--- src/rtl/reg_access_arbiter.sv ---
// -----------------------------------------------------------------------------
// reg_access_arbiter
//
// Purpose:
//   Shares one register file between two requesters (port 0 = I2C slave,
//   port 1 = local host). Each accepted access takes three cycles:
//   IDLE (request sampled) -> ACCESS (address/data/write strobe driven,
//   grant pulse) -> RESP (registered read data arrives), and the completion
//   pulse appears in the IDLE cycle that follows.
//
//   Address map: 0 .. C_NUM_OUTPUT_REGS-1 are writable output registers,
//   the next C_NUM_INPUT_REGS addresses are read-only input registers, and
//   everything above is unmapped. Writes outside the writable region and any
//   access to an unmapped address complete with an error. Writes to the
//   read-only region never reach the register file.
//
// Configuration:
//   REG_ARB_LOCK_EN - when defined, adds lock0/lock1 inputs. A granted access
//   with lock set makes that port the owner; the other port is not granted
//   until the owner completes an access with lock clear. When undefined the
//   arbiter is pure round-robin.
//
// Ports:
//   clk, rst_n            clock, asynchronous active-low reset
//   reqN, weN             access request and write flag from port N
//   addrN, wdataN         register address and write data from port N
//   lockN                 bus lock request (REG_ARB_LOCK_EN only)
//   gntN                  one-cycle pulse: port N's request was accepted
//   ackN, rdataN, errN    completion pulse, read data, error flag for port N
//   reg_addr              register file address
//   reg_data_in           register file write data
//   reg_write_en          register file write strobe
//   reg_data_out          register file read data, valid one cycle after addr
// -----------------------------------------------------------------------------
module reg_access_arbiter #(
    parameter int C_NUM_OUTPUT_REGS = 4,
    parameter int C_NUM_INPUT_REGS  = 4
) (
    input  logic       clk,
    input  logic       rst_n,

    input  logic       req0,
    input  logic       we0,
    input  logic [7:0] addr0,
    input  logic [7:0] wdata0,
`ifdef REG_ARB_LOCK_EN
    input  logic       lock0,
`endif
    output logic       gnt0,
    output logic       ack0,
    output logic [7:0] rdata0,
    output logic       err0,

    input  logic       req1,
    input  logic       we1,
    input  logic [7:0] addr1,
    input  logic [7:0] wdata1,
`ifdef REG_ARB_LOCK_EN
    input  logic       lock1,
`endif
    output logic       gnt1,
    output logic       ack1,
    output logic [7:0] rdata1,
    output logic       err1,

    output logic [7:0] reg_addr,
    output logic [7:0] reg_data_in,
    output logic       reg_write_en,
    input  logic [7:0] reg_data_out
);

    // Region limits widened by one bit so the sum cannot wrap for any
    // parameter pair that still fits an 8-bit address space.
    localparam logic [8:0] WR_LIMIT  = 9'(C_NUM_OUTPUT_REGS);
    localparam logic [8:0] MAP_LIMIT = 9'(C_NUM_OUTPUT_REGS + C_NUM_INPUT_REGS);

    typedef enum logic [1:0] {
        IDLE   = 2'd0,
        ACCESS = 2'd1,
        RESP   = 2'd2
    } state_t;

    // -------------------------------------------------------------------------
    // Registered state
    // -------------------------------------------------------------------------
    state_t     state_reg;
    logic       last_reg;        // port granted most recently
    logic       port_reg;        // port owning the access in flight
    logic       we_reg;
    logic [7:0] addr_reg;
    logic [7:0] wdata_reg;
    logic       wen_reg;
    logic [1:0] gnt_reg;
    logic [1:0] ack_reg;
    logic [1:0] err_reg;
    logic [7:0] rdata_reg [2];
`ifdef REG_ARB_LOCK_EN
    logic       locked_reg;      // an owner currently holds the bus
    logic       owner_reg;       // which port holds it
`endif

    // -------------------------------------------------------------------------
    // Request side gathered into vectors so arbitration is index based
    // -------------------------------------------------------------------------
    logic [1:0] req_vec;
    logic [1:0] we_vec;
    logic [7:0] addr_vec  [2];
    logic [7:0] wdata_vec [2];

    assign req_vec      = {req1, req0};
    assign we_vec       = {we1, we0};
    assign addr_vec[0]  = addr0;
    assign addr_vec[1]  = addr1;
    assign wdata_vec[0] = wdata0;
    assign wdata_vec[1] = wdata1;
`ifdef REG_ARB_LOCK_EN
    logic [1:0] lock_vec;
    assign lock_vec = {lock1, lock0};
`endif

    function automatic logic in_write_region(input logic [7:0] a);
        return {1'b0, a} < WR_LIMIT;
    endfunction

    function automatic logic in_map(input logic [7:0] a);
        return {1'b0, a} < MAP_LIMIT;
    endfunction

    // -------------------------------------------------------------------------
    // Arbitration
    // -------------------------------------------------------------------------
    logic [1:0] elig;
    logic       any_req;
    logic       win;
    logic       sel_we;
    logic [7:0] sel_addr;
    logic [7:0] sel_wdata;
    logic       access_err;

    always_comb begin
        elig = req_vec;
`ifdef REG_ARB_LOCK_EN
        // While locked only the owner may be granted; the other request
        // simply waits in IDLE.
        if (locked_reg) begin
            elig = req_vec & (owner_reg ? 2'b10 : 2'b01);
        end
`endif
        any_req = |elig;
        // Contention goes to the port that was not served last; a single
        // request goes to whoever is asking.
        if (elig == 2'b11) begin
            win = ~last_reg;
        end else begin
            win = elig[1];
        end
        sel_we    = we_vec[win];
        sel_addr  = addr_vec[win];
        sel_wdata = wdata_vec[win];

        access_err = (we_reg && !in_write_region(addr_reg)) || !in_map(addr_reg);
    end

    // -------------------------------------------------------------------------
    // Access sequencer with registered outputs
    // -------------------------------------------------------------------------
    always_ff @(posedge clk or negedge rst_n) begin
        if (!rst_n) begin
            state_reg <= IDLE;
            last_reg  <= 1'b1;       // makes port 0 the first winner
            port_reg  <= 1'b0;
            we_reg    <= 1'b0;
            addr_reg  <= '0;
            wdata_reg <= '0;
            wen_reg   <= 1'b0;
            gnt_reg   <= '0;
            ack_reg   <= '0;
            err_reg   <= '0;
            for (int i = 0; i < 2; i++) begin
                rdata_reg[i] <= '0;
            end
`ifdef REG_ARB_LOCK_EN
            locked_reg <= 1'b0;
            owner_reg  <= 1'b0;
`endif
        end else begin
            ack_reg <= '0;

            case (state_reg)
                IDLE: begin
                    if (any_req) begin
                        state_reg <= ACCESS;
                        port_reg  <= win;
                        last_reg  <= win;
                        we_reg    <= sel_we;
                        addr_reg  <= sel_addr;
                        wdata_reg <= sel_wdata;
                        gnt_reg   <= win ? 2'b10 : 2'b01;
                        // Writes into the read-only or unmapped range are
                        // blocked here so the file never sees them.
                        wen_reg   <= sel_we && in_write_region(sel_addr);
`ifdef REG_ARB_LOCK_EN
                        // Ownership follows the lock bit of every granted
                        // access, so an unlocked access by the owner frees
                        // the bus for the next IDLE.
                        locked_reg <= lock_vec[win];
                        owner_reg  <= win;
`endif
                    end
                end

                ACCESS: begin
                    gnt_reg   <= '0;
                    wen_reg   <= 1'b0;
                    state_reg <= RESP;
                end

                RESP: begin
                    state_reg          <= IDLE;
                    ack_reg[port_reg]  <= 1'b1;
                    err_reg[port_reg]  <= access_err;
                    // Unmapped reads return zero instead of whatever the
                    // file drives for an address it does not decode.
                    if (!we_reg) begin
                        rdata_reg[port_reg] <= in_map(addr_reg) ? reg_data_out : 8'h00;
                    end
                end

                default: begin
                    state_reg <= IDLE;
                    gnt_reg   <= '0;
                    wen_reg   <= 1'b0;
                end
            endcase
        end
    end

    // -------------------------------------------------------------------------
    // Outputs
    // -------------------------------------------------------------------------
    assign gnt0         = gnt_reg[0];
    assign gnt1         = gnt_reg[1];
    assign ack0         = ack_reg[0];
    assign ack1         = ack_reg[1];
    assign err0         = err_reg[0];
    assign err1         = err_reg[1];
    assign rdata0       = rdata_reg[0];
    assign rdata1       = rdata_reg[1];
    assign reg_addr     = addr_reg;
    assign reg_data_in  = wdata_reg;
    assign reg_write_en = wen_reg;

endmodule

--- config.mk ---
export PLATFORM = sky130hd
export DESIGN_NAME = reg_access_arbiter
export DESIGN_NICKNAME = d
export VERILOG_FILES = /design/src/rtl/reg_access_arbiter.sv
export SDC_FILE = /design/constraint.sdc
export NUM_CORES = 1
export LEC_CHECK = 0
export ABC_AREA = 1
export CAP_MARGIN = 20
export CORE_AREA = 2 2 69 71
export DETAILED_ROUTE_END_ITERATION = 16
export DIE_AREA = 0 0 71 73
export HOLD_SLACK_MARGIN = 0.06
export MAX_ROUTING_LAYER = met4
export PLACE_DENSITY = 0.8
export SYNTH_ARGS = -nofsm -noshare
export SYNTH_HDL_FRONTEND = slang
export SYNTH_SLANG_ARGS = --single-unit
--- constraint.sdc ---
create_clock -name clk -period 3.1 [get_ports clk]
set_clock_uncertainty 0.1 [all_clocks]
set_input_delay 0.31 -clock clk [delete_from_list [all_inputs] [get_ports clk]]
set_output_delay 0.31 -clock clk [all_outputs]
set_load 0.1 [all_outputs]
==> reports/qor.csv <==
stage;metric;value;unit
run_status;status;complete, no violations;
setup_path;start_kind;flop;
grt;grt_pass1_wl;7380;um
sta;slew_viol_final;0;
grt;track_usage;18.9;%
die;placementRows;25;
final_layout;fin_util;61.5;%
setup_path;critical_path.max_stage_delay;1.14;ns
drt;postRouteAntennaNets;0;
synthesis;syn_area;1930;um^2
grt;grt_pass1_vias;1642;
place;hpwl;3380;um
clocking;ctsLongestPathBuffers;2;
die;die_h;73;um
sta;final_hold_viol_count;0;
clocking;hold_buffers;0;
drt;drc;0;
final_layout;area_delta_synth_final;45.0;%
setup_path;reg2reg_to;port_reg;
final_layout;fillers;418;
sta;slew_headroom;34.3;%
die;io_pins;85;
synthesis;synth_cells;222;
setup_path;rr_startpoint;last_reg;
grt;grt-ovfl-total;0;
drt;firstDrtPassIters;5;
final_layout;mostFrequentLayoutCell;nand2_1;
drt;via_per_inst;4.80;
sta;period_needed;2.21;ns
synthesis;synth_top_area_share;55.9;%
setup_path;r2r_cells;5;
clocking;cts_tree;built;
synthesis;synth-seq-cells;44;
drt;vias;1734;
setup_path;crit_path_max_fanout;2;
clocking;insertion_delay;0.30;ns
synthesis;synthTopCellsByArea;dfrtp_1 56%, nand2_1 16%, nor2_1 4.5%;
clocking;post_cts_resized;0;
synthesis;synth_top_cell_by_area;dfrtp_1;
hold_path;holdCritPathClass;in -> async;
drt;routed_wl;4520;um
place;gp_congestion;0.795;
job;maxCapViolCount;0;
sta;setup_slack;0.891;ns
final_layout;drive_gt1_share;14.7;%
sta;timing.fmax;453;MHz
place;place_area;2700;um^2
die;core_area;4540;um^2
drt;dr.first_iter.drc_count;109;
setup_path;required;2.69;ns
final_layout;final_nets;352;
die;start_util;42.5;%
place;io_buffers;84;
final_layout;diodes;0;
clocking;htree_levels;2;
clocking;post_cts_buffers;0;
synthesis;yosysWarnings;0;
final_layout;postLayoutCellArea;2790;um^2
setup_path;crit_path_top_delay_cell;clkdlybuf4s50_1;
clocking;cts_sinks;44;
clocking;clk_pin_slew;0.08;ns
sta;setup_viol;0;
sta;period_share;71.3;%
setup_path;crit_family;buffers and inverters;
final_layout;final_cell_mix;81 x nand2_1, 57 x clkdlybuf4s50_1, 43 x dfrtp_1;
grt;antenna_found_initial;0;
setup_path;r2r_setup_slack;1.30;ns
sta;worstMarginPinSlew;0.982;ns
setup_path;path_class;reg -> out;
die;dieArea;5180;um^2
synthesis;mappedNetlistNets;268;
synthesis;yosysSeqAreaShare;57.2;%
synthesis;synth.distinct_cells;18;
setup_path;worstSetupPathDepth;1;
die;dieWidth;71;um
setup_path;worst_ep_arrival_time;1.80;ns
sta;rsz0062_at_grt;no;
synthesis;avgSynthCellArea;8.67;um^2
place;dp_slack;0.750;ns
setup_path;end_kind;output pin;
setup_path;worst-path-buf-inv;1;
clocking;clock-root-buffer;clkbuf_8;
sta;finalSetupTns;0;ns
clocking;numCtsBuffers;5;
setup_path;crit_chain;clkdlybuf4s50_1;
grt;grt_max_degree;45;
drt;drt-wirelength-per-cell;12.5;um
==> how the worst max path moves through the flow <==
stage | from | endpoint | slack (ns)
2_1_floorplan | reg_addr[4] | err_reg[0] | 1.45
3_3_place_gp | req1 | port_reg | 0.87
3_5_place_dp | req1 | port_reg | 0.75
4_1_cts | rdata0[3] | rdata0[3] | 0.88
5_1_grt | rdata1[5] | rdata1[5] | 0.84
6_report | rdata0[3] | rdata0[3] | 0.89
==> cells in the mapped netlist <==
cell,instances
nand2_1,81
dfrtp_1,43
nor2_1,23
a21oi_1,16
inv_1,15
nand3_1,12
o21ai_0,8
nand3b_1,6
buf_6,4
nor2_4,3
buf_4,2
nand2_2,2
nor2_2,2
a21o_1,1
a21oi_4,1
buf_2,1
dfstp_2,1
inv_2,1
==> area by class of cell <==
type / count / area (um^2) / share of cell area, %
clock buffer: 6 / 82.6 / 2.96
timing repair buffer: 84 / 771 / 27.6
tap: 54 / 67.6 / 2.42
inverter: 16 / 60.1 / 2.15
multi-input combinational: 155 / 698 / 25.0
sequential: 44 / 1100 / 39.5
clock inverter: 2 / 10.0 / 0.359
==> per-stage QoR <==
step	hold WS, ns	cells
floorplan	-0.0856	222
global placement	0.341	353
detailed placement	0.348	353
CTS	0.0919	361
global route	0.126	361
finish	0.0538	361
==> per-layer routing <==
metal | part of all wire [%] | GRT usage (%) | vias to the layer above
met5 | 0 | - | -
met4 | 2.0 | 7.97 | 0
met3 | 5.8 | 3.73 | 9
met2 | 48 | 30.2 | 57
met1 | 44 | 23.5 | 801
li1 | - | - | 867
==> logic make-up after synthesis <==
group	count (synthesis)	share of synthesized area, %
DFF	44	57.2
AOI/OAI and AO/OA	26	7.47
buffers and inverters	23	6.50
and+or+nand+nor	129	28.8
Power is left out: the tool's default activity adds up to more than one toggle a clock period on the data nets, which glitch-free logic cannot reach.
